### config.mk
export PLATFORM = sky130hd
export DESIGN_NAME = reg_op_sequencer_flat
export DESIGN_NICKNAME = d
export VERILOG_FILES = /design/src/rtl/reg_op_sequencer_if.sv /design/src/rtl/reg_op_sequencer.sv /design/src/flat_wrapper.sv
export SDC_FILE = /design/constraint.sdc
export NUM_CORES = 1
export LEC_CHECK = 0
export CELL_PAD_IN_SITES_DETAIL_PLACEMENT = 1
export CELL_PAD_IN_SITES_GLOBAL_PLACEMENT = 1
export CORE_ASPECT_RATIO = 0.5
export CORE_MARGIN = 5
export CORE_UTILIZATION = 34
export CTS_CLUSTER_DIAMETER = 30
export DETAILED_ROUTE_END_ITERATION = 16
export PLACE_DENSITY_LB_ADDON = 0.1
export SLEW_MARGIN = 20
export SYNTH_ARGS = -nofsm -noshare
export SYNTH_HDL_FRONTEND = slang
export SYNTH_SLANG_ARGS = --single-unit
### constraint.sdc
create_clock -name Clock -period 4 [get_ports Clock]
set_clock_uncertainty 0.15 [all_clocks]
set_input_delay 0.8 -clock Clock [delete_from_list [all_inputs] [get_ports Clock]]
set_output_delay 0.8 -clock Clock [all_outputs]
set_load 0.05 [all_outputs]
### src/rtl/reg_op_sequencer_if.sv
// Command/drive bus between the control unit (master) and reg_op_sequencer (slave).
// Carries the command handshake, the register-bank drive lines and the shadow read port.
interface reg_op_sequencer_if #(
   parameter int NUM_REGS = 4,
   parameter int SEL_W    = 2,
   parameter int CNT_W    = 8
);
   logic                CmdValid;
   logic                CmdReady;
   logic [2:0]          CmdOp;
   logic [SEL_W-1:0]    CmdSel;
   logic [15:0]         CmdData;
   logic [CNT_W-1:0]    CmdCount;
   logic [NUM_REGS-1:0] RegE;
   logic [2:0]          RegFunSel;
   logic [15:0]         RegI;
   logic                Busy;
   logic                Done;
   logic                Err;
   logic [SEL_W-1:0]    ShadowSel;
   logic [15:0]         ShadowQ;

   modport master (
      output CmdValid, CmdOp, CmdSel, CmdData, CmdCount, ShadowSel,
      input  CmdReady, RegE, RegFunSel, RegI, Busy, Done, Err, ShadowQ
   );

   modport slave (
      input  CmdValid, CmdOp, CmdSel, CmdData, CmdCount, ShadowSel,
      output CmdReady, RegE, RegFunSel, RegI, Busy, Done, Err, ShadowQ
   );
endinterface

### src/rtl/reg_op_sequencer.sv
// Expands one register command into registered FunSel micro-ops; Done pulses ops+1 cycles after accept,
// commands accepted only in IDLE (no queueing). `define REG_SHADOW_EN adds per-register shadow copies.
module reg_op_sequencer #(
   parameter int NUM_REGS = 4,
   parameter int SEL_W    = 2,
   parameter int CNT_W    = 8
) (
   input logic               Clock,
   input logic               Reset,
   reg_op_sequencer_if.slave bus
);
   localparam logic [2:0] OP_LOAD16_BYTE = 3'b000;
   localparam logic [2:0] OP_LOAD16      = 3'b001;
   localparam logic [2:0] OP_CLEAR       = 3'b010;
   localparam logic [2:0] OP_INC_N       = 3'b011;
   localparam logic [2:0] OP_DEC_N       = 3'b100;
   localparam logic [2:0] OP_LOAD_LO     = 3'b101;

   localparam logic [2:0] FS_DEC     = 3'b000;
   localparam logic [2:0] FS_INC     = 3'b001;
   localparam logic [2:0] FS_LOAD    = 3'b010;
   localparam logic [2:0] FS_CLR     = 3'b011;
   localparam logic [2:0] FS_LO_ZERO = 3'b100;
   localparam logic [2:0] FS_LO_KEEP = 3'b101;
   localparam logic [2:0] FS_HI_KEEP = 3'b110;

   typedef enum logic [2:0] {IDLE, OP1, OP2, REPEAT, FIN} state_t;

   state_t              state;
   logic [2:0]          op_q;
   logic [SEL_W-1:0]    sel_q;
   logic [7:0]          data_hi_q;
   logic [CNT_W-1:0]    cnt_q;
   logic [NUM_REGS-1:0] reg_e_q;
   logic [2:0]          fun_sel_q;
   logic [15:0]         reg_i_q;
   logic                done_q;
   logic                err_q;
   logic                cmd_bad;

   assign cmd_bad = (bus.CmdOp[2:1] == 2'b11) || (int'(bus.CmdSel) >= NUM_REGS);

   always_ff @(posedge Clock) begin
      if (!Reset) begin
         state     <= IDLE;
         op_q      <= OP_LOAD16_BYTE;
         sel_q     <= '0;
         data_hi_q <= '0;
         cnt_q     <= '0;
         reg_e_q   <= '0;
         fun_sel_q <= FS_DEC;
         reg_i_q   <= '0;
         done_q    <= 1'b0;
         err_q     <= 1'b0;
      end else begin
         case (state)
            IDLE: begin
               if (bus.CmdValid) begin
                  op_q      <= bus.CmdOp;
                  sel_q     <= bus.CmdSel;
                  data_hi_q <= bus.CmdData[15:8];
                  if (cmd_bad) begin
                     state  <= FIN;
                     done_q <= 1'b1;
                     err_q  <= 1'b1;
                  end else begin
                     case (bus.CmdOp)
                        OP_LOAD16_BYTE: begin
                           state     <= OP1;
                           reg_e_q   <= NUM_REGS'(1) << bus.CmdSel;
                           fun_sel_q <= FS_LO_ZERO;
                           reg_i_q   <= {8'h00, bus.CmdData[7:0]};
                        end
                        OP_LOAD16: begin
                           state     <= OP1;
                           reg_e_q   <= NUM_REGS'(1) << bus.CmdSel;
                           fun_sel_q <= FS_LOAD;
                           reg_i_q   <= bus.CmdData;
                        end
                        OP_CLEAR: begin
                           state     <= OP1;
                           reg_e_q   <= NUM_REGS'(1) << bus.CmdSel;
                           fun_sel_q <= FS_CLR;
                           reg_i_q   <= '0;
                        end
                        OP_LOAD_LO: begin
                           state     <= OP1;
                           reg_e_q   <= NUM_REGS'(1) << bus.CmdSel;
                           fun_sel_q <= FS_LO_KEEP;
                           reg_i_q   <= {8'h00, bus.CmdData[7:0]};
                        end
                        OP_INC_N, OP_DEC_N: begin
                           // cnt_q holds the micro-ops still owed after the one being issued
                           if (bus.CmdCount == '0) begin
                              state  <= FIN;
                              done_q <= 1'b1;
                           end else begin
                              state     <= REPEAT;
                              reg_e_q   <= NUM_REGS'(1) << bus.CmdSel;
                              fun_sel_q <= (bus.CmdOp == OP_INC_N) ? FS_INC : FS_DEC;
                              reg_i_q   <= '0;
                              cnt_q     <= bus.CmdCount - CNT_W'(1);
                           end
                        end
                        default: begin
                           state  <= FIN;
                           done_q <= 1'b1;
                           err_q  <= 1'b1;
                        end
                     endcase
                  end
               end
            end
            OP1: begin
               if (op_q == OP_LOAD16_BYTE) begin
                  state     <= OP2;
                  fun_sel_q <= FS_HI_KEEP;
                  reg_i_q   <= {8'h00, data_hi_q};
               end else begin
                  state     <= FIN;
                  reg_e_q   <= '0;
                  fun_sel_q <= FS_DEC;
                  reg_i_q   <= '0;
                  done_q    <= 1'b1;
               end
            end
            OP2: begin
               state     <= FIN;
               reg_e_q   <= '0;
               fun_sel_q <= FS_DEC;
               reg_i_q   <= '0;
               done_q    <= 1'b1;
            end
            REPEAT: begin
               if (cnt_q == '0) begin
                  state     <= FIN;
                  reg_e_q   <= '0;
                  fun_sel_q <= FS_DEC;
                  reg_i_q   <= '0;
                  done_q    <= 1'b1;
               end else begin
                  cnt_q <= cnt_q - CNT_W'(1);
               end
            end
            FIN: begin
               state  <= IDLE;
               done_q <= 1'b0;
               err_q  <= 1'b0;
            end
            default: state <= IDLE;
         endcase
      end
   end

   assign bus.CmdReady  = (state == IDLE);
   assign bus.Busy      = (state != IDLE);
   assign bus.RegE      = reg_e_q;
   assign bus.RegFunSel = fun_sel_q;
   assign bus.RegI      = reg_i_q;
   assign bus.Done      = done_q;
   assign bus.Err       = err_q;

`ifdef REG_SHADOW_EN
   logic [15:0] shadow [NUM_REGS];

   // Updated at the same edge the target register captures the issued micro-op
   always_ff @(posedge Clock) begin
      if (!Reset) begin
         for (int i = 0; i < NUM_REGS; i++) shadow[i] <= '0;
      end else if (|reg_e_q) begin
         case (fun_sel_q)
            FS_DEC:     shadow[sel_q] <= shadow[sel_q] - 16'd1;
            FS_INC:     shadow[sel_q] <= shadow[sel_q] + 16'd1;
            FS_LOAD:    shadow[sel_q] <= reg_i_q;
            FS_CLR:     shadow[sel_q] <= '0;
            FS_LO_ZERO: shadow[sel_q] <= {8'h00, reg_i_q[7:0]};
            FS_LO_KEEP: shadow[sel_q] <= {shadow[sel_q][15:8], reg_i_q[7:0]};
            FS_HI_KEEP: shadow[sel_q] <= {reg_i_q[7:0], shadow[sel_q][7:0]};
            default:    ;
         endcase
      end
   end

   assign bus.ShadowQ = (int'(bus.ShadowSel) < NUM_REGS) ? shadow[bus.ShadowSel] : 16'h0000;
`else
   logic unused_shadow;
   assign unused_shadow = ^{bus.ShadowSel, sel_q};
   assign bus.ShadowQ   = 16'h0000;
`endif
endmodule

### src/flat_wrapper.sv
// flat-port wrapper written by rule: the top's interface ports become plain ports
module reg_op_sequencer_flat 
#(
   parameter int NUM_REGS = 4,
   parameter int SEL_W    = 2,
   parameter int CNT_W    = 8
)
  (Clock, Reset, bus_CmdValid, bus_CmdOp, bus_CmdSel, bus_CmdData, bus_CmdCount, bus_ShadowSel, bus_CmdReady, bus_RegE, bus_RegFunSel, bus_RegI, bus_Busy, bus_Done, bus_Err, bus_ShadowQ);
  reg_op_sequencer_if #(.NUM_REGS(NUM_REGS), .SEL_W(SEL_W), .CNT_W(CNT_W)) bus_i ();
  input logic Clock;
  input logic Reset;
  input wire logic [$bits(bus_i.CmdValid)-1:0] bus_CmdValid;
  input wire logic [$bits(bus_i.CmdOp)-1:0] bus_CmdOp;
  input wire logic [$bits(bus_i.CmdSel)-1:0] bus_CmdSel;
  input wire logic [$bits(bus_i.CmdData)-1:0] bus_CmdData;
  input wire logic [$bits(bus_i.CmdCount)-1:0] bus_CmdCount;
  input wire logic [$bits(bus_i.ShadowSel)-1:0] bus_ShadowSel;
  output wire logic [$bits(bus_i.CmdReady)-1:0] bus_CmdReady;
  output wire logic [$bits(bus_i.RegE)-1:0] bus_RegE;
  output wire logic [$bits(bus_i.RegFunSel)-1:0] bus_RegFunSel;
  output wire logic [$bits(bus_i.RegI)-1:0] bus_RegI;
  output wire logic [$bits(bus_i.Busy)-1:0] bus_Busy;
  output wire logic [$bits(bus_i.Done)-1:0] bus_Done;
  output wire logic [$bits(bus_i.Err)-1:0] bus_Err;
  output wire logic [$bits(bus_i.ShadowQ)-1:0] bus_ShadowQ;
  assign bus_i.CmdValid = bus_CmdValid;
  assign bus_i.CmdOp = bus_CmdOp;
  assign bus_i.CmdSel = bus_CmdSel;
  assign bus_i.CmdData = bus_CmdData;
  assign bus_i.CmdCount = bus_CmdCount;
  assign bus_i.ShadowSel = bus_ShadowSel;
  assign bus_CmdReady = bus_i.CmdReady;
  assign bus_RegE = bus_i.RegE;
  assign bus_RegFunSel = bus_i.RegFunSel;
  assign bus_RegI = bus_i.RegI;
  assign bus_Busy = bus_i.Busy;
  assign bus_Done = bus_i.Done;
  assign bus_Err = bus_i.Err;
  assign bus_ShadowQ = bus_i.ShadowQ;
  reg_op_sequencer #(.NUM_REGS(NUM_REGS), .SEL_W(SEL_W), .CNT_W(CNT_W)) u_core (.Clock(Clock), .Reset(Reset), .bus(bus_i));
endmodule
==> reports/results.ini, run 1 <==
[clock_network]
cts-resized-gates = 0
post-cts-setup-buffers = 0
cts-buffers-inserted = 5
clkSinkCount = 47
clock_latency_ps = 290
cts.clk_slew.worst_paths_ps = 70
cts_root_buf = clkbuf_16
htreeDepth = 2
cts_tree = done
cts_hold_buffers = 0
cts_buffer_depth = 2

[die]
die_h_um = 71.43
start_util_pct = 35.05
die-area_um2 = 9491
coreArea_um2 = 7322
pin_count = 77
rows = 22
fp.dieW_um = 132.9

[pwr]
powerDensity_nw_per_um2 = 469.4
leakagePower_nw = 1.198
max-vdd-ir-drop_mv = 0.1676

[sta]
period_share_pct = 81.09
drv_slew = 0
worst_pin_slew_ps = 820.4
hold_viol_final = 0
rsz0062_at_grt = no
fmax_ghz = 0.3083
finalSetupViolCount = 0
relSlewSlack_pct = 44.80
period_minus_slack_ps = 3244
tns_ps = 0

[global_route]
grt_pass1_wl_um = 13220
grt_pass1_vias = 2658
overflow = 0
grt_max_degree = 26
grt_use_total_pct = 17.00
antenna_found_initial = 0

[critical_path]
cp.depth = 6
reg2regPathDepth = 9
cp.required_ps = 4000
cp_max_fo = 12
critPathCaptureType = flop
max_stage_delay_ps = 790
startpoint_type = input pin
crit_buf_inv = 1
cpLargestDelayFamily = compound AO/OA/AOI/OAI gates
crit_type = input pin to flop
cp.arrival_ps = 3240
cp_cell_sequence = clkdlybuf4s50_1, or4b_2, a21oi_1, a21boi_0, o211ai_1, o221ai_1
slowest_stage = or4b_2

[route]
dr_wl_met3_um = 405
wirelength_um = 7950
firstDrtPassIters = 4
initialDrtViolationCount = 114
wl_met1_um = 3668
via_per_inst = 5.519
dr_total_vias = 2594
drc = 0
highest_layer = met4
postRouteAntennaNets = 0
wl_met2_um = 3780
routedWlPerCell_um = 16.91

[cells_and_area]
n_fill_cell = 903
area_growth_pct = 28.67
antenna_cells = 0
fin_util_pct = 45.10
multi_input_area_um2 = 1436
regArea_um2 = 940.9
layout.nets = 408
drive_gt1_share_pct = 6.417

[placement]
dp.final_hpwl_um = 5765
port-buffer-count = 58
gp_congestion = 0.8334

[logic_synthesis]
yosys_warnings = 0
ys_top_cells_by_area = dfxtp_1, nand2_1, a21oi_1, buf_4, o21ai_0
synthFlopType = dfxtp_1
synthTopCellsByCount = dfxtp_1, nand2_1, a21oi_1
syn_area_per_cell_um2 = 7.920
syn_inst = 324
syn_area_um2 = 2566
yosysTopAreaCell = dfxtp_1
ys_types = 50
synth_top_area_share_pct = 36.67
synth_edf_count = 0
synthArstFlopShare_pct = 0
ys_seq_elements = 47
synthMostInstantiatedCell = dfxtp_1
ys_seq_area_share_pct = 36.67

[min_path]
hold_class = flop to flop
hold-path-cell-count = 2

[job]
maxCapViolations = 0

[run_status]
status = complete, no violations

[final timing paths]
kind                   startpoint         endpoint  slack (ps)
setup / recovery     bus_CmdValid  u_core.cnt_q[4]         760
hold / removal     u_core.op_q[0]   u_core.op_q[0]         310
setup reg to reg  u_core.state[2]  u_core.cnt_q[6]        1090
hold reg to reg    u_core.op_q[0]   u_core.op_q[0]         310
[layout by cell type (no fill, tap or decap), types with 9 or more instances in the layout]
cell and n:
clkdlybuf4s50_1 58, dfxtp_1 47, nand2_1 46, a21oi_1 31, o21ai_0 23, nor2_1 17, conb_1 16, a211oi_1 14
mux2i_1 10, inv_1 9
[where the power goes]
part,internal (mW),switching [mW],leakage (nW),total [mW]
Clock,0.234,0.190,0.0675,0.424
Sequential,0.521,0.0433,0.385,0.564
Combinational,0.190,0.372,0.745,0.561
Total,0.945,0.605,1.20,1.55
[worst min-delay path: cells and delay by family, from the launching register on]
| family | cells | cell delay [ps] |
|---|---|---|
| AND/OR/NAND/NOR | 1 | 50 |
| AO/OA/AOI/OAI | 1 | 50 |
| flip-flops | 1 | 310 |
[through the flow]
step                cell area [um2]  hold WS [ps]  setup slack, ps  power [mW]  instances
finish                         3302         309.1            756.2       1.550        470
global route                   3302         329.8            575.7       1.634        470
CTS                            3297         311.1            768.9       1.564        470
detailed placement             3152         302.0            467.4       1.133        462
global placement               3152         294.0            577.0       1.124        462
floorplan                      2623         286.3            718.1      0.9708        339
[registers in the layout, indices dropped and copies added (netlist names)]
register and cells:
u_core.bus.RegFunSel 3, u_core.bus.RegI 16, u_core.op_q 3, u_core.bus.RegE 4, u_core.cnt_q 8, u_core.bus.Done 1
u_core.data_hi_q 8, u_core.bus.Err 1, u_core.state 3
[logic make-up after synthesis]
group,share of synthesized area [%]
compound gates,25.70
mux,3.901
simple gates,23.01
fa+ha+maj,0.4875
other cells,0.1461
flops,36.66
buf+inv,9.751
xor+xnor,0.3414
[metal layers]
| layer | global-route usage, % | vias up |
|---|---|---|
| li1 | - | 1249 |
| met1 | 21.07 | 1261 |
| met2 | 29.27 | 75 |
| met3 | 4.488 | 9 |
| met4 | 5.184 | 0 |
| met5 | 0 | - |
[cell type report]
type	count	area share, %
Timing Repair Buffer	64	18.95
Tap cell	96	3.638
Clock buffer	6	3.903
Sequential cell	47	28.50
Inverter	9	1.023
Clock inverter	2	0.4926
Multi-Input combinational cell	246	43.50
Note: power is estimated with default switching activity, not from simulation.
==> inputs of run 2 (changes only) <==
CORE_UTILIZATION = 30   (was 34)
clock period = 2.9 ns   (was 4 ns; I/O delays follow)
==> reports/results.ini, run 2 (synthesized netlist as in run 1, its figures left out) <==
[cells_and_area]
regArea_um2 = 940.9  ; unchanged
most-common-layout-cells = clkdlybuf4s50_1, dfxtp_1, nand2_1, buf_4, a21oi_1
design_area_um2 = 3567  ; +8.0%
layout.nets = 438  ; +7.4%
stdcell_count = 516  ; +9.8%
area_growth_pct = 39.01
largest_reg_flops = 16  ; unchanged
antenna_cells = 0  ; unchanged
drive_gt1_share_pct = 13.86  ; +7.4 points
multi_input_area_um2 = 1441  ; +0.35%
layout_commonest_cell = clkdlybuf4s50_1
n_fill_cell = 988  ; +9.4%

[route]
via_per_inst = 5.213  ; -5.5%
wirelength_um = 8594  ; +8.1%
routedWlPerCell_um = 16.66  ; -1.5%
initialDrtViolationCount = 80  ; -30%
firstDrtPassIters = 4  ; unchanged
drc = 0  ; unchanged
dr_total_vias = 2690  ; +3.7%
postRouteAntennaNets = 0  ; unchanged

[pwr]
max-vdd-ir-drop_mv = 0.2743  ; +64%
leakagePower_nw = 1.358  ; +13%
powerDensity_nw_per_um2 = 614.7  ; +31%
p_total_mw = 2.193  ; +41%

[critical_path]
cp_max_fo = 4  ; -8
crit_type = input pin to flop
cp.arrival_ps = 2670  ; -570 ps
critPathCaptureType = flop
r2r-end = u_core.bus.RegE[0]
cp.required_ps = 2910  ; -1090 ps
reg2reg_slack_ps = 310  ; -780 ps
startpoint_type = input pin
critPathLaunch = bus_CmdValid
r2r_start = u_core.cnt_q[4]
reg2regPathDepth = 6  ; -3

[sta]
finalSetupViolCount = 0  ; unchanged
rsz0062_at_grt = no
relSlewSlack_pct = 51.50  ; +6.7 points
worst_pin_slew_ps = 720.8  ; -99.58 ps
period_share_pct = 91.68
whs_ps = 310.0  ; +0.9180 ps
fmax_ghz = 0.3761
setup_ws_ps = 241.3  ; -514.9 ps
drv_slew = 0  ; unchanged
period_minus_slack_ps = 2659
hold_viol_final = 0  ; unchanged

[clock_network]
cts_root_buf = clkbuf_16
cts.clk_slew.worst_paths_ps = 70  ; about the same
cts_hold_buffers = 0  ; unchanged
cts-buffers-inserted = 5  ; unchanged
cts_buffer_depth = 2  ; unchanged
clock_latency_ps = 290  ; about the same
post-cts-setup-buffers = 0  ; unchanged
cts-resized-gates = 0  ; unchanged
clkSinkCount = 47  ; unchanged
cts_tree = done
htreeDepth = 2  ; unchanged

[job]
maxCapViolations = 0  ; unchanged

[global_route]
grt_pass1_wl_um = 13810  ; +4.5%
grt_max_degree = 24  ; -7.7%
grt_pass1_vias = 2826  ; +6.3%
grt_use_total_pct = 16.20  ; -0.80 points
antenna_found_initial = 0  ; unchanged
overflow = 0  ; unchanged

[placement]
port-buffer-count = 58  ; unchanged
place_area_um2 = 3415  ; +8.3%
dp.final_hpwl_um = 6528  ; +13%
place_ws_ps = -50.42  ; -517.8 ps
place_inst = 508  ; +10%
gp_congestion = 0.8382  ; +0.58%

[die]
coreArea_um2 = 8173  ; +12%
die_h_um = 75.40  ; +5.6%
pin_count = 77  ; unchanged
fp.dieW_um = 140.8  ; +6.0%
start_util_pct = 31.40  ; -3.6 points
rows = 23  ; +4.5%
die-area_um2 = 10620  ; +12%

[min_path]
hold_class = flop to flop
min_to = u_core.bus.RegI[15]
hold_start = u_core.bus.RegI[15]
hold-path-cell-count = 2  ; unchanged

[run_status]
status = complete, no violations

run 2: worst max-delay path: stages:
cell             delay (ps)
clkdlybuf4s50_1         480
or4b_2                  610
a21oi_1                 210
buf_4                   160
a21boi_0                210
a221oi_1                300
o22ai_1                 120
run 2: cell type report:
cell class,instances,share of cell area [%]
multi-input combinational,246,40.41
tap,112,3.928
inverter,9,0.9470
sequential,47,26.38
clock inverter,3,0.6314
clock buffer,5,3.508
timing repair buffer,94,24.20
run 2: power breakdown:
part	internal, mW	switching (mW)
Sequential	0.718	0.0442
Combinational	0.306	0.544
Clock	0.323	0.258
run 2: stage by stage:
step | TNS [ps] | util, %
final | 0 | 43.65
after global routing | 0 | 43.65
after CTS | 0 | 43.59
after detailed placement | -106.0 | 41.78
after global placement | -16.31 | 41.78
after floorplan | 0 | -
run 2: layer usage:
metal	share of wire [%]	vias up	track usage (%)
met4	1.6	0	5.371
met3	3.8	11	3.511
met5	0	-	0
li1	-	1309	-
met1	47	1314	19.86
met2	48	56	29.08
run 2: worst max path at each step:
stage / cells after the start / endpoint
finish: 7 / u_core.cnt_q[5]
global route: 9 / u_core.cnt_q[4]
CTS: 3 / bus_CmdReady
detailed placement: 6 / u_core.bus.RegFunSel[2]
global placement: 7 / u_core.cnt_q[5]
floorplan: 10 / u_core.cnt_q[6]
